**config.mk**
```make
export PLATFORM = sky130hd
export DESIGN_NAME = mem_burst_arbiter
export DESIGN_NICKNAME = d
export VERILOG_FILES = /design/src/rtl/mem_burst_arbiter.sv
export SDC_FILE = /design/constraint.sdc
export NUM_CORES = 1
export LEC_CHECK = 0
export ABC_AREA = 1
export ABC_CLOCK_PERIOD_IN_PS = 4000
export CAP_MARGIN = 10
export CORE_AREA = 5 5 389 391
export DETAILED_ROUTE_END_ITERATION = 6
export DIE_AREA = 0 0 394 396
export PLACE_DENSITY = 0.49
export REMOVE_ABC_BUFFERS = 1
export SLEW_MARGIN = 20
export SYNTH_ARGS = -nofsm -noshare
export SYNTH_HDL_FRONTEND = slang
export SYNTH_SLANG_ARGS = --single-unit
```
**constraint.sdc**
```tcl
create_clock -name clk -period 4 [get_ports clk]
set_clock_uncertainty 0.1 [all_clocks]
set_input_delay 0.6 -clock clk [delete_from_list [all_inputs] [get_ports clk]]
set_output_delay 0.6 -clock clk [all_outputs]
set_load 0.05 [all_outputs]
```
**src/rtl/mem_burst_arbiter.sv**
```systemverilog
// mem_burst_arbiter: arbitrates whole-line requests from N ports onto one pmem port as BURST_LEN-beat bursts.
// Define MEM_ARB_RR_EN for round-robin arbitration; default build is fixed priority (port 0 highest).
module mem_burst_arbiter #(
  parameter int NUM_PORTS = 2,
  parameter int ADDR_W    = 32,
  parameter int BEAT_W    = 64,
  parameter int BURST_LEN = 4,
  localparam int LINE_W   = BEAT_W * BURST_LEN
) (
  input  logic                        clk,
  input  logic                        rst,
  input  logic [NUM_PORTS-1:0]        req_read,
  input  logic [NUM_PORTS-1:0]        req_write,
  input  logic [NUM_PORTS*ADDR_W-1:0] req_address,
  input  logic [NUM_PORTS*LINE_W-1:0] req_wdata,
  output logic [NUM_PORTS-1:0]        req_resp,
  output logic [LINE_W-1:0]           req_rdata,
  output logic                        pmem_read,
  output logic                        pmem_write,
  output logic [ADDR_W-1:0]           pmem_address,
  output logic [BEAT_W-1:0]           pmem_wdata,
  input  logic                        pmem_resp,
  input  logic [BEAT_W-1:0]           pmem_rdata
);
  localparam int PW = NUM_PORTS > 1 ? $clog2(NUM_PORTS) : 1;
  localparam int KW = BURST_LEN > 1 ? $clog2(BURST_LEN) : 1;
  localparam int OFF = $clog2(LINE_W / 8);
  localparam logic [ADDR_W-1:0] A_MASK = ~ADDR_W'((64'd1 << OFF) - 64'd1);
  typedef enum logic [1:0] {IDLE, RD_BURST, WR_BURST, DONE} state_t;
  state_t state;
  logic [KW-1:0] k;
  logic [PW-1:0] grant, win;
  logic [LINE_W-1:0] buf_line, sel_wdata, rd_shift;
  logic [ADDR_W-1:0] sel_addr;
  logic [NUM_PORTS-1:0] pending, grant_oh;
  logic found, sel_wr, last;
`ifdef MEM_ARB_RR_EN
  logic [PW-1:0] rr_ptr;
`endif
  assign pending = req_read | req_write;
  assign last = k == KW'(BURST_LEN - 1);
  // The line buffer is a shift register: reads shift beats in at the top, writes shift beats out at the bottom.
  assign rd_shift = LINE_W'({pmem_rdata, buf_line} >> BEAT_W);
  assign pmem_wdata = pmem_write ? buf_line[BEAT_W-1:0] : '0;
  always_comb begin
    int p;
    p = 0;
    found = 1'b0;
    win = '0;
    sel_wr = 1'b0;
    sel_addr = '0;
    sel_wdata = '0;
    for (int j = 0; j < NUM_PORTS; j++) begin
`ifdef MEM_ARB_RR_EN
      p = (int'(rr_ptr) + j) % NUM_PORTS;
`else
      p = j;
`endif
      if (!found && pending[p]) begin
        found = 1'b1;
        win = PW'(p);
        sel_wr = req_write[p];
        sel_addr = req_address[p*ADDR_W +: ADDR_W];
        sel_wdata = req_wdata[p*LINE_W +: LINE_W];
      end
    end
  end
  always_comb begin
    grant_oh = '0;
    grant_oh[grant] = 1'b1;
  end
  always_ff @(posedge clk or negedge rst) begin
    if (!rst) begin
      state <= IDLE;
      k <= '0;
      grant <= '0;
      buf_line <= '0;
      pmem_read <= 1'b0;
      pmem_write <= 1'b0;
      pmem_address <= '0;
      req_resp <= '0;
      req_rdata <= '0;
`ifdef MEM_ARB_RR_EN
      rr_ptr <= '0;
`endif
    end else begin
      case (state)
        IDLE: if (found) begin
          grant <= win;
          pmem_address <= sel_addr & A_MASK;
          buf_line <= sel_wdata;
          pmem_write <= sel_wr;
          pmem_read <= !sel_wr;
          state <= sel_wr ? WR_BURST : RD_BURST;
        end
        RD_BURST, WR_BURST: if (pmem_resp) begin
          buf_line <= state == RD_BURST ? rd_shift : buf_line >> BEAT_W;
          k <= last ? '0 : k + 1'b1;
          if (last) begin
            state <= DONE;
            pmem_read <= 1'b0;
            pmem_write <= 1'b0;
            req_resp <= grant_oh;
            if (state == RD_BURST) req_rdata <= rd_shift;
          end
        end
        DONE: begin
          req_resp <= '0;
          k <= '0;
          state <= IDLE;
`ifdef MEM_ARB_RR_EN
          rr_ptr <= int'(grant) == NUM_PORTS - 1 ? '0 : grant + 1'b1;
`endif
        end
        default: state <= IDLE;
      endcase
    end
  end
endmodule

```
==> report_table.html <==
<table>
<tr><th>Metric</th><th>Value</th></tr>
<tr><th colspan="2">Clocking</th></tr>
<tr><td>Number of buffers added by the clock tree synthesis step</td><td>71</td></tr>
<tr><td>H-tree depth reported by CTS</td><td>3</td></tr>
<tr><td>Total of cells resized after clock tree synthesis</td><td>0</td></tr>
<tr><td>TritonCTS clock tree</td><td>built</td></tr>
<tr><td>Total number of clock tree sinks</td><td>548</td></tr>
<tr><td>Worst-Skew Late Latency</td><td>0.64 ns</td></tr>
<tr><td>Post-CTS setup buffer count</td><td>0</td></tr>
<tr><td>Cell chosen for the clock root</td><td>clkbuf_16</td></tr>
<tr><td>Max Buffers Root-to-Sink</td><td>3</td></tr>
<tr><td>Clock input transition at the sequential cells of the worst setup and hold paths</td><td>0.06 ns</td></tr>
<tr><th colspan="2">Setup path</th></tr>
<tr><td>R2R depth</td><td>11</td></tr>
<tr><td>Crit path launch</td><td>pmem_write$_DFFE_PN0P_</td></tr>
<tr><td>Largest stage delay on the critical path</td><td>0.85 ns</td></tr>
<tr><td>Data required time at the worst endpoint</td><td>3.30 ns</td></tr>
<tr><td>Critical path endpoint category</td><td>output port</td></tr>
<tr><td>Critical Path End</td><td>pmem_wdata[36]</td></tr>
<tr><td>Crit-path cells</td><td>buf_4 -&gt; nand2_1 -&gt; inv_1 -&gt; clkdlybuf4s50_1</td></tr>
<tr><td>Reg-to-reg critical path endpoint</td><td>buf_line[174]$_DFFE_PN0P_</td></tr>
<tr><td>Category of the most critical setup path</td><td>flip-flop to output port</td></tr>
<tr><td>Family with the most delay on the worst path</td><td>buffers and inverters</td></tr>
<tr><td>CP Buf/Inv Count</td><td>3</td></tr>
<tr><td>Biggest fanout along the worst timing path</td><td>29</td></tr>
<tr><td>Standard cell with the maximum stage delay on the critical path</td><td>clkdlybuf4s50_1</td></tr>
<tr><td>Reg2Reg Launch Point</td><td>state[0]$_DFFE_PN0P_</td></tr>
<tr><td>Levels on crit path</td><td>4</td></tr>
<tr><td>Kind of launch point of the worst setup path</td><td>flip-flop</td></tr>
<tr><td>Worst reg-to-reg setup slack</td><td>0.97 ns</td></tr>
<tr><td>Critical path arrival</td><td>2.88 ns</td></tr>
<tr><th colspan="2">Floorplanning</th></tr>
<tr><td>Die Footprint</td><td>0.156 sq mm</td></tr>
<tr><td>I/O pin count</td><td>1003</td></tr>
<tr><td>Row count</td><td>141</td></tr>
<tr><td>Die Y-Extent</td><td>396 microns</td></tr>
<tr><td>Placeable Area</td><td>0.147 sq mm</td></tr>
<tr><td>Effective utilization at floorplan</td><td>18.9%</td></tr>
<tr><td>Chip Width</td><td>394 microns</td></tr>
<tr><th colspan="2">Drt</th></tr>
<tr><td>Avg Vias per Cell</td><td>4.31</td></tr>
<tr><td>Number of design-rule violations left by the first detailed-router iteration</td><td>1939</td></tr>
<tr><td>Post-route DRC violation count</td><td>0</td></tr>
<tr><td>Total iterations of the first detailed-routing run</td><td>7</td></tr>
<tr><td>Vias after detailed routing</td><td>28500</td></tr>
<tr><td>Post-route ant nets</td><td>0</td></tr>
<tr><td>Total wire length after detailed routing</td><td>132 mm</td></tr>
<tr><td>Wire length per cell after detailed routing</td><td>20.0 microns</td></tr>
<tr><th colspan="2">Timing</th></tr>
<tr><td>RSZ-0062 raised after global routing</td><td>false</td></tr>
<tr><td>PnR worst setup slack</td><td>0.418 ns</td></tr>
<tr><td>Measured slew at the worst slew-check pin</td><td>0.996 ns</td></tr>
<tr><td>Final worst path period share</td><td>89.5%</td></tr>
<tr><td>Max-Slew Margin vs Limit</td><td>33.6%</td></tr>
<tr><td>Final setup violation count</td><td>0</td></tr>
<tr><td>Max-slew violation total from the final report</td><td>0</td></tr>
<tr><td>Min Tclk post-route</td><td>3.58 ns</td></tr>
<tr><td>Final hold vios</td><td>0</td></tr>
<tr><td>Max Clock Freq</td><td>0.279 GHz</td></tr>
<tr><th colspan="2">Pwr</th></tr>
<tr><td>Worst ir drop on vdd</td><td>1340 uV</td></tr>
<tr><td>Power density relative to cell area</td><td>948 mW/mm^2</td></tr>
<tr><td>Leakage</td><td>20.2 nW</td></tr>
<tr><th colspan="2">Synthesis</th></tr>
<tr><td>Synthesized area per cell</td><td>7.41 sq um</td></tr>
<tr><td>Number of synthesized register bits</td><td>548</td></tr>
<tr><td>Main flop type after synthesis</td><td>dfrtp_1</td></tr>
<tr><td>Fraction of post-synthesis cell area in the top cell type by area</td><td>49.3%</td></tr>
<tr><td>Number of distinct library cell variants in the gate-level netlist after synthesis</td><td>29</td></tr>
<tr><td>Area of the mapped netlist</td><td>0.0278 sq mm</td></tr>
<tr><td>Post-synth EDFFs</td><td>0</td></tr>
<tr><td>Count of warnings emitted by yosys</td><td>0</td></tr>
<tr><td>Most repeated cell in the gate-level netlist after synthesis</td><td>nand2_1</td></tr>
<tr><td>Fraction of registers with async set or reset after synthesis</td><td>100%</td></tr>
<tr><td>Top cells by count, synth</td><td>1438 x nand2_1, 608 x nand3_1, 548 x dfrtp_1</td></tr>
<tr><td>Post-synth top area cell</td><td>dfrtp_1</td></tr>
<tr><td>Leading cell types by total area after synthesis</td><td>dfrtp_1 49%, nand2_1 19%, nand3_1 11%</td></tr>
<tr><td>Number of cells produced by synthesis</td><td>3752</td></tr>
<tr><td>Register area share after synthesis</td><td>49.3%</td></tr>
<tr><th colspan="2">Status</th></tr>
<tr><td>Run status</td><td>complete, no violations</td></tr>
<tr><th colspan="2">Min path</th></tr>
<tr><td>Type of the tightest min-delay check</td><td>flip-flop to flip-flop</td></tr>
<tr><th colspan="2">Global route</th></tr>
<tr><td>Via count of the first global-routing pass</td><td>27900</td></tr>
<tr><td>Overall Global Routing Usage</td><td>16.2%</td></tr>
<tr><td>Total congestion overflow after global routing</td><td>0</td></tr>
<tr><td>Number of antenna violations at the first check in global routing</td><td>7</td></tr>
<tr><td>Maximum number of pins on one net before global-route repair</td><td>169</td></tr>
<tr><td>Wire length of the first global-routing pass</td><td>190 mm</td></tr>
<tr><th colspan="2">Finish</th></tr>
<tr><td>NumNets Final</td><td>5281</td></tr>
<tr><td>Layout area overhead</td><td>51.8%</td></tr>
<tr><td>Design Area, Final</td><td>0.0422 sq mm</td></tr>
<tr><td>Filler cell count</td><td>16000</td></tr>
<tr><td>Fraction of final layout cells sized beyond drive strength 1</td><td>5.90%</td></tr>
<tr><th colspan="2">Job</th></tr>
<tr><td>Max-cap check violation count</td><td>0</td></tr>
<tr><th colspan="2">Placement</th></tr>
<tr><td>Total cell area at the placement stage</td><td>0.0399 sq mm</td></tr>
<tr><td>Routability Congestion</td><td>0.853</td></tr>
<tr><td>Quantity of I/O buffers inserted on ports</td><td>987</td></tr>
<tr><td>Setup slack after placement</td><td>0.806 ns</td></tr>
<tr><td>Hpwl dp</td><td>98.9 mm</td></tr>
</table>
[metrics by stage]
step / setup TNS [ns] / hold WS, ns / power (mW) / utilization [%] / cells
2_1_floorplan: -4095.05 / 0.204 / 21.5 / - / 3478
3_3_place_gp: 0 / 0.362 / 33.9 / 27.1 / 6486
3_5_place_dp: 0 / 0.365 / 34.1 / 27.1 / 6486
4_1_cts: 0 / 0.343 / 40.7 / 28.7 / 6608
5_1_grt: 0 / 0.366 / 42.9 / 28.7 / 6610
6_report: 0 / 0.373 / 40.0 / 28.7 / 6611
[area by class of cell]
cell class | instances | area [sq um] | share of cell area (%)
repair buffers | 1079 | 10900 | 25.8
diodes | 3 | 7.51 | 0.0178
inverters | 337 | 1280 | 3.03
multi-input cells | 2593 | 11600 | 27.6
clock inverters | 21 | 273 | 0.646
clock buffers | 100 | 1990 | 4.71
well taps | 1930 | 2410 | 5.72
flip-flops and latches | 548 | 13700 | 32.5
[worst min path at each step]
stage                                   start                            to  slack [ns]  depth (start not counted)
finish              buf_line[119]$_DFFE_PN0P_     buf_line[119]$_DFFE_PN0P_        0.37                          2
global route                  req_address[37]   pmem_address[5]$_DFFE_PN0P_        0.37                          3
CTS                           req_address[59]  pmem_address[27]$_DFFE_PN0P_        0.34                          3
detailed placement  buf_line[178]$_DFFE_PN0P_     buf_line[178]$_DFFE_PN0P_        0.36                          2
global placement    buf_line[120]$_DFFE_PN0P_     buf_line[120]$_DFFE_PN0P_        0.36                          2
floorplan                                 rst       buf_line[0]$_DFFE_PN0P_        0.20                          0
[per-layer routing]
layer	share of wire (%)	vias to the layer above	routed length, microns	track usage [%]
li1	-	13600	-	-
met1	40	13700	53700	19.6
met2	50	920	65600	28.0
met3	5.8	220	7680	3.72
met4	4.2	2	5550	6.34
met5	0.014	-	18	0
[cells by family after synthesis]
logic type                 after synthesis  share of synthesized area, %
buffers and inverters                  615                          9.19
adders and majority gates                4                         0.180
muxes                                   64                          2.59
AOI/OAI and AO/OA                      271                          4.91
other                                    1                        0.0135
and+or+nand+nor                       2249                          33.8
DFF                                    548                          49.3
[worst reg2reg max path, stage by stage (launching register included)]
cell and delay, ns:
dfrtp_1 0.43, inv_1 0.11, ha_4 0.34, inv_8 0.16, nand2_4 0.17, buf_4 0.40, nand2_1 0.17, nor2_4 0.18
buf_12 0.22, buf_12 0.33, nand3_1 0.27, nand2_1 0.09
[state kept, by name, summed over array words and instances, names as in the netlist]
| signal | flops |
|---|---|
| buf_line | 256 |
| state | 2 |
| grant | 1 |
| pmem_write | 1 |
| req_rdata | 256 |
| pmem_read | 1 |
| req_resp | 2 |
| k | 2 |
| pmem_address | 27 |
[timing repair]
action,in CTS,in global routing
hold buffers,1,0
setup endpoints to repair,0,0
hold endpoints to repair,66,0
[cells in the final DEF (no fill, tap or decap), drive strengths merged, types with 3 or more instances in the layout]
cell type      instances
nor2                 133
mux2                  64
nand3                610
nand4                 65
clkbuf               100
bufinv                 4
clkinvlp               3
dfrtp                548
conb                   5
nand2               1439
buf                   92
ha                     4
diode                  3
o21ai                267
inv                  342
clkinv                 9
clkdlybuf4s50        986
[power breakdown]
| part | internal (mW) | switching (mW) | leakage [nW] |
|---|---|---|---|
| Sequential | 8.25 | 1.43 | 6.97 |
| Clock | 3.74 | 2.60 | 1.10 |
| Combinational | 7.48 | 16.5 | 12.1 |
| Total | 19.5 | 20.6 | 20.2 |
No activity file was read; power rests on OpenSTA's default activity.
